File: src/rtl/mem_sram_pkg.sv
// Shared pipeline defines plus the MEM-stage FSM state encodings.
// Latency: n/a (constants, types and decode helpers only).
// Backpressure: n/a.
package mem_sram_pkg;

    localparam logic RstEnable    = 1'b1;
    localparam logic WriteEnable  = 1'b1;
    localparam logic WriteDisable = 1'b0;
    localparam logic StallYes     = 1'b1;
    localparam logic StallNo      = 1'b0;

    typedef logic [7:0] AluOpBus;
    typedef logic [4:0] RegAddrBus;

    localparam AluOpBus EXE_OP_NOP   = 8'h00;
    localparam AluOpBus EXE_OP_ADDIU = 8'h09;
    localparam AluOpBus EXE_OP_LW    = 8'h23;
    localparam AluOpBus EXE_OP_LW_SP = 8'h24;
    localparam AluOpBus EXE_OP_SW    = 8'h2B;
    localparam AluOpBus EXE_OP_SW_SP = 8'h2C;

    // MEM stage FSM, 3-bit encoding
    typedef enum logic [2:0] {
        ST_IDLE     = 3'd0,
        ST_RD_WAIT  = 3'd1,
        ST_WR_SETUP = 3'd2,
        ST_WR_PULSE = 3'd3,
        ST_WR_HOLD  = 3'd4,
        ST_DONE     = 3'd5
    } mem_state_t;

    function automatic logic op_is_load(input AluOpBus op);
        return (op == EXE_OP_LW) || (op == EXE_OP_LW_SP);
    endfunction

    function automatic logic op_is_store(input AluOpBus op);
        return (op == EXE_OP_SW) || (op == EXE_OP_SW_SP);
    endfunction

endpackage

File: src/rtl/mem_sram_if.sv
// External asynchronous SRAM bus between the MEM stage (master) and the pads/SRAM (slave).
// Latency: n/a (wires only); all master-driven strobes are registered in the MEM stage.
// Backpressure: none; timing is owned entirely by the master's strobe sequencing.
// Signals: ram_addr_o, ram_wdata_o, ram_wdata_oe_o, ram_ce_n_o, ram_oe_n_o, ram_we_n_o (master->slave), ram_rdata_i (slave->master).
interface mem_sram_if #(
    parameter int RAM_ADDR_W = 18
);
    logic [RAM_ADDR_W-1:0] ram_addr_o;
    logic [15:0]           ram_wdata_o;
    logic                  ram_wdata_oe_o;
    logic                  ram_ce_n_o;
    logic                  ram_oe_n_o;
    logic                  ram_we_n_o;
    logic [15:0]           ram_rdata_i;

    modport master (
        output ram_addr_o, ram_wdata_o, ram_wdata_oe_o,
        output ram_ce_n_o, ram_oe_n_o, ram_we_n_o,
        input  ram_rdata_i
    );

    modport slave (
        input  ram_addr_o, ram_wdata_o, ram_wdata_oe_o,
        input  ram_ce_n_o, ram_oe_n_o, ram_we_n_o,
        output ram_rdata_i
    );
endinterface

File: src/rtl/mem_sram_timer.sv
// Loadable down-counter timing the SRAM read strobe and write pulse.
// Latency: load takes effect on the next edge; o_done is combinational from the count.
// Backpressure: none; i_load has priority over i_dec, count saturates at 0.
// Ports: clk, rst, i_load, i_load_val, i_dec -> o_done (count == 1, i.e. last strobe cycle).
module sram_timer #(
    parameter int CNT_W = 3
) (
    input  logic             clk,
    input  logic             rst,
    input  logic             i_load,
    input  logic [CNT_W-1:0] i_load_val,
    input  logic             i_dec,
    output logic             o_done
);
    logic [CNT_W-1:0] r_cnt;

    always_ff @(posedge clk or posedge rst) begin
        if (rst) begin
            r_cnt <= '0;
        end else if (i_load) begin
            r_cnt <= i_load_val;
        end else if (i_dec && (r_cnt != '0)) begin
            r_cnt <= r_cnt - 1'b1;
        end
    end

    assign o_done = (r_cnt == CNT_W'(1));
endmodule

File: src/rtl/mem_sram.sv
// MEM stage: runs LW/LW_SP/SW/SW_SP against an async SRAM, passes other ops through.
// Latency: passthrough 0; load WAIT_CYCLES+1 stall cycles; store WAIT_CYCLES+3 stall cycles.
// Backpressure: stall_req_o holds the upstream latches; forwarding is suppressed while stalled.
// Ports: clk, rst (async, active-high); EX/MEM inputs aluop_i, we_i, waddr_i, wdata_i, mem_addr_i,
//        mem_data_i; sram (master modport, registered strobes); stall_req_o; mem_we_o/mem_waddr_o/mem_wdata_o.
module mem_sram
    import mem_sram_pkg::*;
#(
    parameter int WAIT_CYCLES = 1,
    parameter int RAM_ADDR_W  = 18
) (
    input  logic              clk,
    input  logic              rst,
    input  AluOpBus           aluop_i,
    input  logic              we_i,
    input  RegAddrBus         waddr_i,
    input  logic [15:0]       wdata_i,
    input  logic [15:0]       mem_addr_i,
    input  logic [15:0]       mem_data_i,
    mem_sram_if.master        sram,
    output logic              stall_req_o,
    output logic              mem_we_o,
    output RegAddrBus         mem_waddr_o,
    output logic [15:0]       mem_wdata_o
);
    mem_state_t            r_state;
    mem_state_t            w_state_n;

    logic [RAM_ADDR_W-1:0] r_ram_addr;
    logic [15:0]           r_ram_wdata;
    logic                  r_ram_wdata_oe;
    logic                  r_ram_ce_n;
    logic                  r_ram_oe_n;
    logic                  r_ram_we_n;
    logic [15:0]           r_rdata_q;

    logic                  w_is_load;
    logic                  w_is_store;
    logic                  w_tmr_load;
    logic                  w_tmr_dec;
    logic                  w_tmr_done;
    logic                  w_rst_act;
    logic                  w_stall;
    logic                  w_mem_we;
    RegAddrBus             w_mem_waddr;
    logic [15:0]           w_mem_wdata;

    assign w_is_load  = op_is_load(aluop_i);
    assign w_is_store = op_is_store(aluop_i);
    assign w_rst_act  = (rst == RstEnable);

    sram_timer #(.CNT_W(3)) u_timer (
        .clk        (clk),
        .rst        (rst),
        .i_load     (w_tmr_load),
        .i_load_val (3'(WAIT_CYCLES)),
        .i_dec      (w_tmr_dec),
        .o_done     (w_tmr_done)
    );

    // State register
    always_ff @(posedge clk or posedge rst) begin
        if (rst) begin
            r_state <= ST_IDLE;
        end else begin
            r_state <= w_state_n;
        end
    end

    // Next state, stall and forwarding outputs. Forwarding is forced off in
    // every stall cycle so ID never picks up stale data for the stalled op.
    always_comb begin
        w_state_n   = r_state;
        w_tmr_load  = 1'b0;
        w_tmr_dec   = 1'b0;
        w_stall     = StallNo;
        w_mem_we    = WriteDisable;
        w_mem_waddr = '0;
        w_mem_wdata = '0;
        case (r_state)
            ST_IDLE: begin
                if (w_is_load) begin
                    w_stall    = StallYes;
                    w_tmr_load = 1'b1;
                    w_state_n  = ST_RD_WAIT;
                end else if (w_is_store) begin
                    w_stall    = StallYes;
                    w_state_n  = ST_WR_SETUP;
                end else begin
                    w_mem_we    = we_i;
                    w_mem_waddr = waddr_i;
                    w_mem_wdata = wdata_i;
                end
            end
            ST_RD_WAIT: begin
                w_stall   = StallYes;
                w_tmr_dec = 1'b1;
                if (w_tmr_done) begin
                    w_state_n = ST_DONE;
                end
            end
            ST_WR_SETUP: begin
                w_stall    = StallYes;
                w_tmr_load = 1'b1;
                w_state_n  = ST_WR_PULSE;
            end
            ST_WR_PULSE: begin
                w_stall   = StallYes;
                w_tmr_dec = 1'b1;
                if (w_tmr_done) begin
                    w_state_n = ST_WR_HOLD;
                end
            end
            ST_WR_HOLD: begin
                w_stall   = StallYes;
                w_state_n = ST_DONE;
            end
            ST_DONE: begin
                // The controller advances EX/MEM on this edge, so the op is
                // still the one that was just executed.
                if (w_is_load) begin
                    w_mem_we    = we_i;
                    w_mem_waddr = waddr_i;
                    w_mem_wdata = r_rdata_q;
                end
                w_state_n = ST_IDLE;
            end
            default: begin
                w_state_n = ST_IDLE;
            end
        endcase
    end

    // Registered SRAM strobes. Address/data are only loaded from IDLE, so they
    // are stable for a full cycle before we_n falls and until after it rises.
    always_ff @(posedge clk or posedge rst) begin
        if (rst) begin
            r_ram_addr     <= '0;
            r_ram_wdata    <= '0;
            r_ram_wdata_oe <= 1'b0;
            r_ram_ce_n     <= 1'b1;
            r_ram_oe_n     <= 1'b1;
            r_ram_we_n     <= 1'b1;
            r_rdata_q      <= '0;
        end else begin
            case (r_state)
                ST_IDLE: begin
                    if (w_is_load) begin
                        r_ram_addr <= RAM_ADDR_W'(mem_addr_i);
                        r_ram_ce_n <= 1'b0;
                        r_ram_oe_n <= 1'b0;
                    end else if (w_is_store) begin
                        r_ram_addr     <= RAM_ADDR_W'(mem_addr_i);
                        r_ram_wdata    <= mem_data_i;
                        r_ram_wdata_oe <= 1'b1;
                        r_ram_ce_n     <= 1'b0;
                        r_ram_we_n     <= 1'b1;
                    end
                end
                ST_RD_WAIT: begin
                    if (w_tmr_done) begin
                        r_rdata_q  <= sram.ram_rdata_i;
                        r_ram_ce_n <= 1'b1;
                        r_ram_oe_n <= 1'b1;
                    end
                end
                ST_WR_SETUP: begin
                    r_ram_we_n <= 1'b0;
                end
                ST_WR_PULSE: begin
                    if (w_tmr_done) begin
                        r_ram_we_n <= 1'b1;
                    end
                end
                ST_WR_HOLD: begin
                    r_ram_ce_n     <= 1'b1;
                    r_ram_wdata_oe <= 1'b0;
                end
                default: begin
                end
            endcase
        end
    end

    assign sram.ram_addr_o     = r_ram_addr;
    assign sram.ram_wdata_o    = r_ram_wdata;
    assign sram.ram_wdata_oe_o = r_ram_wdata_oe;
    assign sram.ram_ce_n_o     = r_ram_ce_n;
    assign sram.ram_oe_n_o     = r_ram_oe_n;
    assign sram.ram_we_n_o     = r_ram_we_n;

    // Reset must drop the stall and forwarding immediately, even though the
    // held EX/MEM op would otherwise decode as a memory access in IDLE.
    assign stall_req_o = w_rst_act ? StallNo      : w_stall;
    assign mem_we_o    = w_rst_act ? WriteDisable : w_mem_we;
    assign mem_waddr_o = w_rst_act ? '0           : w_mem_waddr;
    assign mem_wdata_o = w_rst_act ? '0           : w_mem_wdata;
endmodule

File: src/flat_wrapper.sv
// flat-port wrapper written by rule: the top's interface ports become plain ports
module mem_sram_flat import mem_sram_pkg::*;
#(
    parameter int WAIT_CYCLES = 1,
    parameter int RAM_ADDR_W  = 18
)
  (clk, rst, aluop_i, we_i, waddr_i, wdata_i, mem_addr_i, mem_data_i, stall_req_o, mem_we_o, mem_waddr_o, mem_wdata_o, sram_ram_addr_o, sram_ram_wdata_o, sram_ram_wdata_oe_o, sram_ram_ce_n_o, sram_ram_oe_n_o, sram_ram_we_n_o, sram_ram_rdata_i);
  mem_sram_if #(.RAM_ADDR_W(RAM_ADDR_W)) sram_i ();
  input  logic clk;
  input  logic rst;
  input  AluOpBus aluop_i;
  input  logic we_i;
  input  RegAddrBus waddr_i;
  input  logic [15:0] wdata_i;
  input  logic [15:0] mem_addr_i;
  input  logic [15:0] mem_data_i;
  output logic stall_req_o;
  output logic mem_we_o;
  output RegAddrBus mem_waddr_o;
  output logic [15:0] mem_wdata_o;
  output wire logic [$bits(sram_i.ram_addr_o)-1:0] sram_ram_addr_o;
  output wire logic [$bits(sram_i.ram_wdata_o)-1:0] sram_ram_wdata_o;
  output wire logic [$bits(sram_i.ram_wdata_oe_o)-1:0] sram_ram_wdata_oe_o;
  output wire logic [$bits(sram_i.ram_ce_n_o)-1:0] sram_ram_ce_n_o;
  output wire logic [$bits(sram_i.ram_oe_n_o)-1:0] sram_ram_oe_n_o;
  output wire logic [$bits(sram_i.ram_we_n_o)-1:0] sram_ram_we_n_o;
  input wire logic [$bits(sram_i.ram_rdata_i)-1:0] sram_ram_rdata_i;
  assign sram_ram_addr_o = sram_i.ram_addr_o;
  assign sram_ram_wdata_o = sram_i.ram_wdata_o;
  assign sram_ram_wdata_oe_o = sram_i.ram_wdata_oe_o;
  assign sram_ram_ce_n_o = sram_i.ram_ce_n_o;
  assign sram_ram_oe_n_o = sram_i.ram_oe_n_o;
  assign sram_ram_we_n_o = sram_i.ram_we_n_o;
  assign sram_i.ram_rdata_i = sram_ram_rdata_i;
  mem_sram #(.WAIT_CYCLES(WAIT_CYCLES), .RAM_ADDR_W(RAM_ADDR_W)) u_core (.clk(clk), .rst(rst), .aluop_i(aluop_i), .we_i(we_i), .waddr_i(waddr_i), .wdata_i(wdata_i), .mem_addr_i(mem_addr_i), .mem_data_i(mem_data_i), .sram(sram_i), .stall_req_o(stall_req_o), .mem_we_o(mem_we_o), .mem_waddr_o(mem_waddr_o), .mem_wdata_o(mem_wdata_o));
endmodule
File: config.mk
export PLATFORM = sky130hd
export DESIGN_NAME = mem_sram_flat
export DESIGN_NICKNAME = d
export VERILOG_FILES = /design/src/rtl/mem_sram_pkg.sv /design/src/rtl/mem_sram_if.sv /design/src/rtl/mem_sram_timer.sv /design/src/rtl/mem_sram.sv /design/src/flat_wrapper.sv
export SDC_FILE = /design/constraint.sdc
export NUM_CORES = 1
export LEC_CHECK = 0
export CAP_MARGIN = 10
export CORE_MARGIN = 10
export CORE_UTILIZATION = 45
export DETAILED_ROUTE_END_ITERATION = 10
export PLACE_DENSITY = 0.89
export SLEW_MARGIN = 30
export SYNTH_ARGS = -nofsm -noshare
export SYNTH_HDL_FRONTEND = slang
export SYNTH_HIERARCHICAL = 1
export SYNTH_SLANG_ARGS = --single-unit
File: constraint.sdc
create_clock -name clk -period 8.3 [get_ports clk]
set_input_delay 2.49 -clock clk [delete_from_list [all_inputs] [get_ports clk]]
set_output_delay 2.49 -clock clk [all_outputs]
set_load 0.1 [all_outputs]
; Word-level counts from Yosys, hierarchy flattened
; Index checks and enable logic that the tools add are counted.
[totals]
latchBits = 0
rom_bits = 0
register_bits = 60
ram_bits = 0
inputBits = 80
mem_count = 0
[op_classes]
order_cmp = 0
n_reduce_logical = 21
n_eq_ne = 16
div = 0
muxes = 41
addsub = 1
bitwise_logic = 1
shifts = 0
multipliers = 0
[ops]
columns = operator, n
row1 = $mux W16, 4
row2 = $mux W18, 2
row3 = $eq A8 B6 Y1 const B, 4
row4 = $pmux W16 S2, 1
row5 = $mux W5, 4
row6 = $mux W3, 6
row7 = $mux W1, 15
row8 = $pmux W3 S5, 1
row9 = $reduce_and A3 Y1, 5
row10 = $pmux W1 S2, 5
row11 = $pmux W5 S2, 1
row12 = $reduce_bool A3 Y1, 3
row13 = $reduce_bool A2 Y1, 4
row14 = $eq A3 B1 Y1 const B, 2
row15 = $eq A3 B2 Y1 const B, 2
row16 = $eq A3 B3 Y1 const B, 2
row17 = $ne A2 B2 Y1 const B, 3
row18 = $pmux W1 S3, 2
row19 = $ne A2 B1 Y1 const B, 2
row20 = $reduce_and A2 Y1, 2
row21 = $reduce_and A4 Y1, 1
row22 = $reduce_or A4 Y1, 1
row23 = $logic_not A3 Y1, 1
row24 = $ne A3 B1 Y1 const B, 1
row25 = 5 further kinds, 6

; Longest topological paths before layout
; Gate-level depths: netlist of the first run.
[depth]
word_depth = 6
ltp_mapped = 8

; By module
; Netlist of the first run, hierarchy kept.
[modules_own_cells]
columns = mod, area_each_um2, n_inst, cells_per_inst
row1 = mem_sram, 2800.2, 1, 232
row2 = sram_timer, 225.2, 1, 25

; Least setup slack after synthesis of the first run
; OpenSTA, ideal clock, no wires.
[synth_timing]
path_type = input to output
startpoint = input port rst
endpoint = output port mem_wdata_o[15]
t_required_ns = 5.810
n_path_buf = 1
stages = 4
slack_ns = -0.341
t_arrival_ns = 6.151
cell_sequence = clkinv_1 clkbuf_1 nand3_1 mux2i_1
[synth_via]
elab_chain_cells = 1
[synth_rtl]
columns = item, line_no
row1 = from (decl), flat_wrapper.sv:10  ; input logic rst;
row2 = $mux W16, mem_sram.sv:197  ; assign mem_wdata_o = w_rst_act ? '0 : w_mem_wdata;
row3 = to (decl), flat_wrapper.sv:20  ; output logic [15:0] mem_wdata_o;
; Every way passes these cells.

; Worst setup path after layout of the first run
[layout_timing]
startpoint = input port aluop_i[4]
endpoint = output port mem_wdata_o[5]
[layout_via]
elab_chain_cells = 6
elab_cells_between_ends = 11
[layout_rtl]
columns = item, line_no
row1 = from (decl), flat_wrapper.sv:11  ; input AluOpBus aluop_i;
row2 = $eq A8 B6 Y1, mem_sram_pkg.sv:37  ; return (op == EXE_OP_SW) || (op == EXE_OP_SW_SP);
row3 = $logic_or A1 B1 Y1, mem_sram_pkg.sv:37
row4 = $mux W16, mem_sram.sv:86  ; end else if (w_is_store) begin
row5 = $mux W16, mem_sram.sv:82  ; if (w_is_load) begin
row6 = $pmux W16 S2 *, mem_sram.sv:80  ; case (r_state)
row7 = $mux W16 *, mem_sram.sv:197
; Every way passes the cells marked *; elsewhere a longest branch is shown, timed or not.

==> results.yml, run 1 <==
yosys:
  synth.cell_area_um2: 3025
  yosysSeqAreaShare_pct: 48.10
  post_synth_and_or_nand_nor_area_fraction_pct: 13.40
  number_of_flops_mapped_to_enable_cells_by_yosys: 0
  netlist-cell-type-count: 45
  synthAdderAreaFrac_pct: 1.241
  ys_warn_count: 6
  postSynthAreaPerCell_um2: 11.77
  seq_cells_post_synth: 58
  ys_dominant_reg_cell: "dfrtp_1"
  synth_top_family_by_area: "multiplexers"
  synthCells: 257
  asyncSetResetFlopFracSynth_pct: 100.0
  post-synth-top-area-cell: "dfrtp_1"
  synth_top_area_share_pct: 45.49
  synth-xor-area-share_pct: 0
  synth_mux_area_share_pct: 24.61
  post_synth_main_area_contributors: "dfrtp_1 45%, mux2_2 15%, mux2i_1 5.6%, mux2_4 4.5%, nand2_1 3.8%"
  synth_compound_gate_area_share_pct: 9.098
routing:
  vias_per_cell: 5.189
  first_pass_iters: 4
  detailed_route_wl_um: 8508
  drc: 0
  post_drt_wl_per_cell_um: 17.69
  ant_nets: 0
  num_vias: 2496
  drt_first_iter_violations: 117
placed_design:
  placement.setup.worst_slack_ns: 1.112
  finalWeightedCongestion: 0.7850
  detailed_place_hpwl_um: 6614
  numPortBuffers: 138
sta:
  rsz_0062_raised_after_global_routing: "false"
  period_share_pct: 86.82
  final-max-slew-violation-count: 0
  finalSetupViolations: 0
  final.setup.tns_ns: 0
  postLayoutSetupSlackWorst_ns: 1.094
  slew-limit-headroom_pct: 32.66
  finalWorstPathRequiredPeriod_ns: 7.206
  timing_hold_violations_final: 0
  fmax_mhz: 138.8
  finalClockSkew_ns: 0.005673
  worst_slew_pin_slew_ns: 1.007
floorplan:
  rows: 29
  top_level_ports: 141
  initial_core_util_pct: 47.11
  design.die.area_um2: 10400
  placeableCoreArea_um2: 6422
  die_width_um: 102.0
  die-height_um: 102.0
worst_setup_path:
  timing.reg2reg.worst_path_depth: 4
  critPathLaunch: "aluop_i[4]"
  critical_path.startpoint_type: "input port"
  worst_ep_required_time_ns: 5.81
  path_max_fanout: 20
  r2r_start: "u_core/r_state[1]"
  critical_path_class: "in -> out"
  critical_path_arrival_ns: 4.72
  r2r_end: "u_core/sram.ram_wdata_o[3]"
  worstSetupEndpointType: "output port"
  regToRegSetupSlack_ns: 6.03
run:
  maxCapViolCount: 0
power_and_ir_drop:
  power-per-cell-area_nw_per_um2: 374.3
  worst_ir_drop_vdd_mv: 0.2517
  p_leak_nw: 2.149
hold_path:
  hold_path.class: "reg -> reg"
  hold-path-cell-count: 1
  min_delay_worst_endpoint: "u_core/sram.ram_wdata_oe_o"
  min_from: "u_core/sram.ram_wdata_oe_o"
cts:
  cts_num_sinks: 58
  cts_buffers: 9
  cts_tree: "done"
  cts-root-to-sink-buffers: 2
  cts_setup_buffers: 0
  clock_insertion_delay_at_the_later_pin_of_the_skew_report_ns: 0.32
  h_tree_level_count: 3
  path_clk_slew_ns: 0.06
  cts_root_buffer: "clkbuf_8"
  cts-hold-fix-buffers: 0
  cts_resized: 0
final_layout:
  area_growth_syn_to_layout_pct: 53.60
  nets: 482
  drive_above_1_share_pct: 26.98
  antenna_cells_inserted: 0
grt:
  grt_pass1_wl_um: 13700
  globalRouteOverflowTotal: 0
  grt_pass1_vias: 2683
  pin_count_of_the_biggest_net_entering_global_routing: 44
  number_of_antenna_violations_at_the_first_check_in_global_routing: 0
  groute.usage.overall_pct: 16.39
outcome:
  status: "completed"
## area by class of cell
class	instances	area, um2
Sequential cell	58	1455
Timing Repair Buffer	145	1371
Clock inverter	3	40.04
Fill cell	456	1775
Tap cell	77	96.34
Multi-Input combinational cell	181	1530
Inverter	4	15.01
Clock buffer	13	138.9
## kinds of logic after synthesis
| kind of cell | Yosys count |
|---|---|
| flip-flops | 58 |
| adder cells (fa/ha/maj) | 3 |
| other | 2 |
| AO/OA/AOI/OAI | 34 |
| buffers and inverters | 21 |
| AND/OR/NAND/NOR | 74 |
| multiplexers | 65 |
## where the power goes
group / leakage, nW / internal, mW / switching [mW]
Combinational: 1.31 / 0.290 / 0.752
Sequential: 0.747 / 0.386 / 0.0742
Clock: 0.0914 / 0.138 / 0.100
## worst max path at each step
stage / end / slack [ns]
6_report: mem_wdata_o[5] / 1.09
5_1_grt: mem_we_o / 0.96
4_1_cts: mem_wdata_o[3] / 1.12
3_5_place_dp: mem_wdata_o[3] / 1.11
3_3_place_gp: mem_wdata_o[2] / 0.96
2_1_floorplan: mem_waddr_o[0] / 0.51
## through the flow
stage	total power [mW]	cell area, um2	cells	hold slack (ns)	util, %
global route	1.820	4647	481	0.5014	72.36
global placement	1.485	4443	463	0.4802	69.18
finish	1.740	4647	481	0.4893	72.36
floorplan	1.246	3038	260	0.4802	-
detailed placement	1.509	4466	465	0.4804	69.53
CTS	1.753	4644	481	0.4935	72.32
## cells in the final DEF, fill, tap and decap left out, types with 2 or more instances in the layout
cell type	count
dfstp_2	3
clkdlybuf4s50_1	114
mux2i_1	17
nor2b_1	8
nor2_1	4
clkinv_2	2
nand3_1	18
mux2_2	39
buf_4	30
o2111ai_1	6
ha_1	3
mux2_4	9
conb_1	5
clkbuf_1	4
a21oi_1	4
a211o_1	2
nand2_1	31
nand2b_1	2
a31o_2	2
and3b_1	2
clkbuf_8	9
inv_1	3
dfrtp_1	55
o21ai_0	8
nor4bb_4	2
## synthesized netlist by cell type (2+ instances only)
master	n
dfrtp_1	55
mux2_2	39
nand2_1	31
nand3_1	18
mux2i_1	17
mux2_4	9
clkbuf_1	8
nor2b_1	8
o21ai_0	8
o2111ai_1	6
buf_2	5
a21oi_1	4
nor2_1	4
dfstp_2	3
ha_1	3
inv_1	3
a211o_1	2
a31o_2	2
and3b_1	2
buf_4	2
conb_1	2
nand2b_1	2
nor4bb_1	2
## worst max-delay path, cell delays in order
cell,delay (ns)
clkdlybuf4s50_1,0.44
nor4b_4,0.77
o21ai_4,0.42
mux2i_1,0.27
buf_4,0.32
## layer usage
metal / GRT usage [%] / part of all wire (%) / up-vias
li1: - / - / 1196
met1: 18.72 / 41 / 1190
met2: 26.72 / 47 / 104
met3: 8.435 / 11 / 6
met4: 4.013 / 0.62 / 0
met5: 0 / 0 / -
## sequential cells by signal (all words and copies together), names as in the netlist
name	cells
u_core/u_timer/r_cnt	3
u_core/sram.ram_wdata_oe_o	1
u_core/r_rdata_q	16
u_core/sram.ram_addr_o	16
u_core/sram.ram_oe_n_o	1
u_core/sram.ram_ce_n_o	1
u_core/sram.ram_we_n_o	1
u_core/r_state	3
u_core/sram.ram_wdata_o	16
No activity file was read; power rests on OpenSTA's default activity.
==> inputs of run 2 (changes only) <==
Settings changed: ABC_AREA from default to 1, CORE_UTILIZATION 45 to 44, PLACE_DENSITY 0.89 to 0.87.
==> run 2 against run 1 <==
Die area is 0.20% higher. Critical path depth grew 3. Clock-buffer cell count down 1. Synthesized cell count rose by 43%. Critical path type unchanged. Highest routed layer unchanged.
==> results.yml, run 2 <==
worst_setup_path:
  r2r_start: "u_core/r_state[1]"
  regToRegSetupSlack_ns: 5.81
  critical_path_arrival_ns: 4.67
  critical_path_class: "in -> out"
  critPathLaunch: "aluop_i[1]"
  worst_ep_required_time_ns: 5.81
  worstSetupEndpointType: "output port"
  critical_path.startpoint_type: "input port"
  timing.reg2reg.worst_path_depth: 10
  r2r_end: "u_core/u_timer/r_cnt[2]"
  path_max_fanout: 22
final_layout:
  commonest_non_fill_non_tap_cell_in_the_layout: "nand2_1"
  final_cell_mix: "128 x nand2_1, 114 x clkdlybuf4s50_1, 55 x dfrtp_1"
  final-instance-count-excl-fill: 586
  nets: 587
  nFillCells: 491
  drive_above_1_share_pct: 14.73
  area_growth_syn_to_layout_pct: 53.00
  antenna_cells_inserted: 0
  post-route-cell-area_um2: 4537
floorplan:
  placeableCoreArea_um2: 6459
  rows: 29
  initial_core_util_pct: 45.91
  top_level_ports: 141
  die_width_um: 102.1
  die-height_um: 102.1
  design.die.area_um2: 10420
grt:
  grt_pass1_vias: 3034
  number_of_antenna_violations_at_the_first_check_in_global_routing: 0
  pin_count_of_the_biggest_net_entering_global_routing: 56
  globalRouteOverflowTotal: 0
  grt_pass1_wl_um: 14770
  groute.usage.overall_pct: 18.09
cts:
  path_clk_slew_ns: 0.06
  h_tree_level_count: 3
  cts_setup_buffers: 0
  clock_insertion_delay_at_the_later_pin_of_the_skew_report_ns: 0.34
  cts_num_sinks: 58
  cts-hold-fix-buffers: 0
  cts_root_buffer: "clkbuf_8"
  cts_tree: "done"
  cts_buffers: 9
  cts_resized: 0
  cts-root-to-sink-buffers: 2
routing:
  route.met2.wl_um: 4615
  post_drt_wl_per_cell_um: 16.13
  wl_met1_um: 3551
  ant_nets: 0
  drt_first_iter_violations: 115
  met3WireLength_um: 1157
  vias_per_cell: 5.060
  first_pass_iters: 4
  num_vias: 2965
  drc: 0
  top_routing_layer_used: "met4"
  detailed_route_wl_um: 9453
hold_path:
  min_from: "u_core/sram.ram_oe_n_o"
  hold_path.class: "reg -> reg"
  hold-path-cell-count: 2
  min_delay_worst_endpoint: "u_core/sram.ram_oe_n_o"
sta:
  finalWorstPathRequiredPeriod_ns: 7.157
  period_share_pct: 86.23
  fmax_mhz: 139.7
  rsz_0062_raised_after_global_routing: "false"
  timing_hold_violations_final: 0
  final.hold.worst_slack_ns: 0.4673
  final.setup.tns_ns: 0
  finalClockSkew_ns: 0.009377
  postLayoutSetupSlackWorst_ns: 1.143
  final-max-slew-violation-count: 0
  worst_slew_pin_slew_ns: 1.023
  slew-limit-headroom_pct: 31.61
  finalSetupViolations: 0
yosys:
  number_of_flops_mapped_to_enable_cells_by_yosys: 0
  ys_dominant_reg_cell: "dfrtp_1"
  post-synth-top-area-cell: "dfrtp_1"
  synth_top_area_share_pct: 46.41
  postSynthAreaPerCell_um2: 8.080
  synthCells: 367
  ys_warn_count: 6
  post_synth_main_area_contributors: "dfrtp_1 46%, nand2_1 16%, nand3_1 6.8%, mux2_2 6.1%, o21ai_0 3.9%"
  seq_cells_post_synth: 58
  asyncSetResetFlopFracSynth_pct: 100.0
  most_instantiated_library_cell_after_synthesis: "nand2_1"
  synth_common_cells: "128 x nand2_1, 55 x dfrtp_1, 40 x nand3_1"
  yosysSeqAreaShare_pct: 49.07
  synth.cell_area_um2: 2965
  netlist-cell-type-count: 25
power_and_ir_drop:
  power-per-cell-area_nw_per_um2: 411.2
  worst_ir_drop_vdd_mv: 0.2656
  p_leak_nw: 2.166
outcome:
  status: "completed"
placed_design:
  detailed_place_hpwl_um: 7325
  placed_area_um2: 4313
  placement.setup.worst_slack_ns: 1.163
  finalWeightedCongestion: 0.8812
  numPortBuffers: 138
  placedCellCount: 570
run:
  maxCapViolCount: 0
run 2: where the power goes:
part	total (mW)	switching (mW)	internal [mW]	leakage (nW)
Sequential	0.459	0.0627	0.396	0.737
Combinational	1.11	0.835	0.276	1.31
Clock	0.296	0.110	0.186	0.117
run 2: layer usage:
metal	vias up	GRT usage (%)
li1	1444	-
met1	1386	18.81
met2	122	29.78
met3	13	10.32
met4	0	7.050
met5	-	0
run 2: critical path: stages:
cell	delay (ns)
clkdlybuf4s50_1	0.45
o21ai_1	0.26
nand3_1	0.68
nand2_1	0.28
nand2_1	0.07
inv_1	0.13
nor2_1	0.06
buf_4	0.23
run 2: how the worst max path moves through the flow:
| stage | to | slack, ns | cells past startpoint |
|---|---|---|---|
| after detailed placement | mem_waddr_o[0] | 1.16 | 8 |
| after global routing | mem_waddr_o[4] | 0.98 | 8 |
| after global placement | mem_wdata_o[15] | 1.26 | 8 |
| after floorplan | stall_req_o | 0.20 | 4 |
| final | mem_waddr_o[0] | 1.14 | 8 |
| after CTS | mem_waddr_o[0] | 1.16 | 8 |
run 2: cells by family (layout without fill, tap and decap cells):
family,Yosys count,in the layout,share of synthesized area (%)
compound gates,48,48,8.228
simple gates,198,198,28.31
other cells,2,5,0.2533
fa+ha+maj,3,3,1.266
mux,16,16,6.076
flops,58,58,49.07
buf+inv,42,181,6.793
run 2: cell type report:
type                            instances  area (um2)  share of cell area [%]
Tap cell                               77       96.34                   2.124
Multi-Input combinational cell        270        1326                   29.23
Clock buffer                           12       155.1                   3.420
Clock inverter                          4       73.82                   1.627
Sequential cell                        58        1455                   32.07
Inverter                               25       96.34                   2.124
Timing Repair Buffer                  140        1334                   29.40
run 2: through the flow:
stage | power (mW) | util, %
floorplan | 1.308 | -
global placement | 1.541 | 66.68
detailed placement | 1.576 | 66.78
CTS | 1.878 | 70.32
global route | 1.964 | 70.24
finish | 1.866 | 70.24
==> inputs of run 3 (changes only) <==
Settings changed: ABC_AREA 1 to default, CORE_UTILIZATION 44 to 45, PLACE_DENSITY 0.87 to 0.89.
==> results of run 3 <==
Same layout as run 1: the final DEF is identical, and so are final timing and power.
